## config.mk

```make
export PLATFORM = sky130hd
export DESIGN_NAME = nic_responder
export DESIGN_NICKNAME = d
export VERILOG_FILES = /design/src/rtl/nic_responder.sv
export SDC_FILE = /design/constraint.sdc
export NUM_CORES = 1
export LEC_CHECK = 0
export ABC_AREA = 1
export CORE_ASPECT_RATIO = 0.8
export CORE_MARGIN = 3
export CORE_UTILIZATION = 41
export CTS_CLUSTER_SIZE = 24
export DETAILED_ROUTE_END_ITERATION = 8
export PLACE_DENSITY = 0.8
export SYNTH_ARGS = -nofsm -noshare
export SYNTH_HDL_FRONTEND = slang
export SYNTH_SLANG_ARGS = --single-unit
```

## constraint.sdc

```tcl
create_clock -name clk -period 5.5 [get_ports clk]
set_input_delay 0.55 -clock clk [delete_from_list [all_inputs] [get_ports clk]]
set_output_delay 0.55 -clock clk [all_outputs]
set_load 0.02 [all_outputs]
```

## src/rtl/nic_responder.sv

```systemverilog
`default_nettype none
// ============================================================================
// Module      : nic_responder
// Description : NIC load/store responder. One single-entry input-channel
//               buffer (router -> CPU) and one single-entry output-channel
//               buffer (CPU -> router). The CPU reaches the NIC through
//               nicEn / nicEnWr / addr_nic. The router handshake is
//               send/ready, and output sends are gated by the VC polarity.
// Ports       :
//   clk          - system clock, all state updates on the rising edge
//   reset        - asynchronous active-high reset, clears all state
//   nicEn        - CPU accesses the NIC this cycle
//   nicEnWr      - 1 = CPU write, 0 = CPU read (qualified by nicEn)
//   addr_nic     - 00 in-buf, 01 in-status, 10 out-buf, 11 out-status
//   d_in         - CPU write data
//   d_out        - CPU read data (combinational)
//   net_si       - router presents a packet on net_di
//   net_ri       - NIC can accept a packet from the router
//   net_di       - packet from the router
//   net_so       - NIC presents a packet on net_do
//   net_ro       - router can accept a packet
//   net_do       - packet to the router
//   net_polarity - router's current virtual-channel phase
// Revision    : 1.0 - initial release
// ============================================================================
module nic_responder #(
  parameter int DATA_WIDTH = 64
) (
  input  logic                  clk,
  input  logic                  reset,
  input  logic                  nicEn,
  input  logic                  nicEnWr,
  input  logic [1:0]            addr_nic,
  input  logic [DATA_WIDTH-1:0] d_in,
  output logic [DATA_WIDTH-1:0] d_out,
  input  logic                  net_si,
  output logic                  net_ri,
  input  logic [DATA_WIDTH-1:0] net_di,
  output logic                  net_so,
  input  logic                  net_ro,
  output logic [DATA_WIDTH-1:0] net_do,
  input  logic                  net_polarity
);

  localparam logic [1:0] c_addr_in_buf     = 2'b00;
  localparam logic [1:0] c_addr_in_status  = 2'b01;
  localparam logic [1:0] c_addr_out_buf    = 2'b10;
  localparam logic [1:0] c_addr_out_status = 2'b11;

  logic [DATA_WIDTH-1:0] r_in_buf;
  logic                  r_in_full;
  logic [DATA_WIDTH-1:0] r_out_buf;
  logic                  r_out_full;

  logic w_cpu_rd;
  logic w_cpu_wr;
  logic w_accept;
  logic w_pop;
  logic w_push_out;
  logic w_drain;

  assign w_cpu_rd = nicEn & ~nicEnWr;
  assign w_cpu_wr = nicEn & nicEnWr;

  // The router can only hand over a packet while the input buffer is empty.
  // While the buffer is full, net_ri is low, so a pop and an accept can never
  // land on the same edge. A new packet is taken at the earliest one cycle
  // after the pop.
  assign w_accept = net_si & ~r_in_full;

  // Reading the in-buf pops it only when it holds a packet. Reading it while
  // empty returns the stale contents and does not change any state.
  assign w_pop = w_cpu_rd & (addr_nic == c_addr_in_buf) & r_in_full;

  // The write is qualified with the full flag as sampled before the edge.
  // If a drain happens on the same edge, the write is still dropped.
  assign w_push_out = w_cpu_wr & (addr_nic == c_addr_out_buf) & ~r_out_full;

  // A packet goes out only when the router is ready and the packet's VC bit
  // matches the router's current phase.
  assign w_drain = r_out_full & net_ro & (r_out_buf[DATA_WIDTH-1] == net_polarity);

  assign net_ri = ~r_in_full;
  assign net_so = w_drain;
  assign net_do = r_out_buf;

  // Input channel
  always_ff @(posedge clk or posedge reset) begin
    if (reset) begin
      r_in_buf  <= '0;
      r_in_full <= 1'b0;
    end else begin
      if (w_accept) begin
        r_in_buf  <= net_di;
        r_in_full <= 1'b1;
      end else if (w_pop) begin
        r_in_full <= 1'b0;
      end
    end
  end

  // Output channel
  always_ff @(posedge clk or posedge reset) begin
    if (reset) begin
      r_out_buf  <= '0;
      r_out_full <= 1'b0;
    end else begin
      if (w_push_out) begin
        r_out_buf  <= d_in;
        r_out_full <= 1'b1;
      end else if (w_drain) begin
        r_out_full <= 1'b0;
      end
    end
  end

  // CPU read mux. Writes and idle cycles return zero.
  always_comb begin
    d_out = '0;
    if (w_cpu_rd) begin
      case (addr_nic)
        c_addr_in_buf:     d_out = r_in_buf;
        c_addr_in_status:  d_out = {{(DATA_WIDTH-1){1'b0}}, r_in_full};
        c_addr_out_buf:    d_out = '0;
        c_addr_out_status: d_out = {{(DATA_WIDTH-1){1'b0}}, r_out_full};
        default:           d_out = '0;
      endcase
    end
  end

endmodule
`default_nettype wire

```

Word level (Yosys, flattened, before mapping)
Cells that the tools add are included.
Widths: inputs -> output; s select.
{"block": "op_classes", "addsub": 0, "multipliers": 0, "n_div": 0, "order_cmp": 0, "eq_ne": 4, "n_shift": 0, "mux": 6, "bitwise": 12, "reduce_logical": 3}
{"operator": "$pmux 64 s4", "n": 1}
{"operator": "$mux 64", "n": 1}
{"operator": "$and 1x1->1", "n": 9}
{"operator": "$eq 2x2->1 const B", "n": 2}
{"operator": "$mux 1", "n": 4}
{"operator": "$reduce_bool 2->1", "n": 2}
{"operator": "$not 1->1", "n": 3}
{"operator": "$eq 2x1->1 const B", "n": 1}
{"operator": "$logic_not 2->1", "n": 1}
{"operator": "$eq 1x1->1", "n": 1}
{"block": "totals", "ff_bits": 130, "latchBits": 0, "ram_bits": 0, "mem_bits_ro": 0, "in_bits": 137, "output_inout_bits": 130, "wordCells": 29, "mem_count": 0}

Longest topological paths before layout
{"block": "logic_depth", "ltp_word": 6, "mapped_depth": 7, "ltp_nobuf": 5}

Least setup slack after synthesis
No wires, ideal clock.
{"block": "synth_path", "path_kind": "in2out", "from": "in addr_nic[1]", "to": "out d_out[0]", "arrival_ps": 1352, "required_ps": 4950, "slack_ps": 3598, "cell_stages": 4, "n_path_buf": 1, "path_cell_list": "nor2_1 -> nand3_1 -> buf_2 -> o21ai_0"}
{"block": "synth_between", "elab_chain_cells": 3, "word_cells_on_any_way": 6, "classes_between": "eq/ne (3); mux (2); reduce/logical (1)"}
{"item": "from (decl)", "line": "33", "text": "input logic [1:0] addr_nic,"}
{"item": "$eq 2x2->1, or another cell as far along", "line": "121", "text": "case (addr_nic)"}
{"item": "$pmux 64 s4 (*)", "line": "121"}
{"item": "$mux 64 (*)", "line": "120", "text": "if (w_cpu_rd) begin"}
{"item": "to (decl)", "line": "35", "text": "output logic [DATA_WIDTH-1:0] d_out,"}
Mark *: on every way between the ends. The rest lies on a longest branch, timed or not.

Worst setup path after layout
{"block": "layout_path", "from": "in addr_nic[1]", "to": "out d_out[50]"}
The elaborated chain is that of the path after synthesis.

==> out/metrics.yaml <==
status: "finished clean"
syn_nets: 781
min_to: "net_do[33]"
grt_max_degree: 77
clock_latency_ps: 400
critPathMaxFanout: 42
finalSetupViolCount: 0
worst_slew_pin_slew_ps: 945
syn_avg_cell_area_um2: 8.41
cts.repair.resized: 0
critPathBufInv: 3
critPathSlowestCell: "nand3_2"
start_kind: "input port"
synth_cells: 644
critPathCaptureType: "output port"
first_pass_iters: 4
reg2reg_to: "r_in_buf[46]"
fin_skew_ps: 6.80
place.gp.congestion: 0.830
antenna_found_initial: 0
clkTransAtPathRegs_ps: 50
wirelength_um: 15000
rrSetupSlack_ps: 3570
die_h_um: 109
critPathKind: "in2out"
dp_slack_ps: 1700
min_period_ps: 3790
diodes: 0
grt_overflow_total: 0
cts_hold_buf: 0
relSlewSlack: 0.369
top_level_ports: 267
drt_iter0_drc: 216
r2r-start: "r_in_full"
rr_worst_depth: 5
ys_types: 14
core_mm2: 0.0125
drv_cap: 0
rows: 36
clkSinkCount: 130
die_area_mm2: 0.0146
wl_per_cell_um: 13.9
cts-root-buf: "clkbuf_16"
mostFrequentLayoutCells: "clkdlybuf4s50_1 (266), nand2_1 (204), nor2_1 (130), dfrtp_1 (130), inv_1 (71)"
syn_to_final_growth_pct: 59.7
initial_core_util: 0.432
synth_area_mm2: 0.00541
yosysWarnings: 0
path_cells: "clkdlybuf4s50_1, nor2_1, nand3_2, buf_4, nor2_1, clkdlybuf4s50_1"
dp.cells: 1052
p_leak_uw: 0.00430
final_common_cell: "clkdlybuf4s50_1"
drc_errors: 0
routed_via_density: 4.51
drive_gt1_frac: 0.0482
fmax_mhz: 264
final_cell_count_no_fill: 1084
dpl.hpwl_um: 10800
first_global_vias: 4611
setup_tns_ps: 0
cts_buffer_depth: 2
yosysSeqAreaShare: 0.601
cts-htree-levels: 4
min_path_type: "reg2reg"
die_x_um: 134
drv_slew: 0
cp.arrival_ps: 3240
setup_ws_ps: 1710
grt_pass1_wl_um: 23500
path_delay_family: "buffers and inverters"
vdd_ir_drop_max_v: 0.000256
holdCritStartpoint: "net_do[33]"
timing_hold_violations_final: 0
post-route-period-util: 0.688
rsz0062_at_grt: "no"
nets: 1037
min_path_cells: 2
tritoncts: "yes"
drtAntennaViolNets: 0
io_buffers: 266
critPathRequiredTime_ps: 4950
cts_setup_buffers: 0
ys_ff_latch: 130
routed-via-count: 4885
cpPeakStageDelay_ps: 720
cts_made_buffers: 17
p_per_area_mw_per_mm2: 478
grt_usage: 0.205
-- power by group --
part	switching (uW)	internal [uW]	total [uW]
clock network	431	594	1020
registers	167	1390	1560
logic	863	689	1550
-- stage by stage --
| step | util | instance area (um^2) | total power, uW | hold WS [ps] |
|---|---|---|---|---|
| after CTS | 0.690 | 8640 | 4170 | 472 |
| after detailed placement | 0.647 | 8100 | 3130 | 457 |
| after floorplan | - | 5410 | 2400 | 442 |
| final | 0.690 | 8640 | 4130 | 466 |
| after global routing | 0.690 | 8640 | 4400 | 487 |
| after global placement | 0.647 | 8100 | 3090 | 453 |
-- worst reg2reg max path, delay by kind of cell, from the launching register on --
kind	cells	cell delay [ps]
AOI/OAI and AO/OA	1	140
buffers and inverters	2	710
DFF	1	340
and+or+nand+nor	2	660
-- synthesized netlist by cell type (all sizes together) --
library cell	number	area share
a21oi	64	0.059
buf	31	0.044
clkbuf	3	0.0021
dfrtp	130	0.60
inv	74	0.051
nand2	205	0.14
nand3	5	0.0055
nor2	131	0.094
o21ai	1	0.00092
-- routing by layer --
metal,GRT usage,share of wire,routed length (um),up-vias
met5,0,0,0,-
met4,0.0828,0.024,362,0
met3,0.0756,0.084,1260,31
met2,0.329,0.47,7080,184
met1,0.254,0.42,6310,2230
li1,-,-,-,2440
-- logic make-up (layout without fill, tap and decap cells) --
group	Yosys count	after routing	synth area share
buf+inv	108	377	0.0975
compound gates	65	65	0.0601
simple gates	341	341	0.242
flops	130	130	0.601
-- worst max path at each step --
stage | from | to | slack, ps | depth (start not counted)
6_report | addr_nic[1] | d_out[50] | 1710 | 6
4_1_cts | addr_nic[1] | d_out[50] | 1690 | 6
3_5_place_dp | addr_nic[1] | d_out[50] | 1700 | 6
2_1_floorplan | reset | net_do[0] | 1480 | 1
5_1_grt | addr_nic[1] | d_out[51] | 1500 | 6
3_3_place_gp | addr_nic[1] | d_out[26] | 1790 | 6
-- final cells by class --
cell class	instances	area (um^2)
Multi-Input combinational cell	406	1650
Tap cell	171	214
Inverter	74	280
Fill cell	1023	3880
Timing Repair Buffer	271	2700
Clock inverter	13	104
Clock buffer	19	443
Sequential cell	130	3250
-- flip-flops by register name, summed over array words and instances, names as in the netlist --
register    count
r_out_full      1
net_do         64
r_in_full       1
r_in_buf       64
Power figures use the tool's default switching activity.
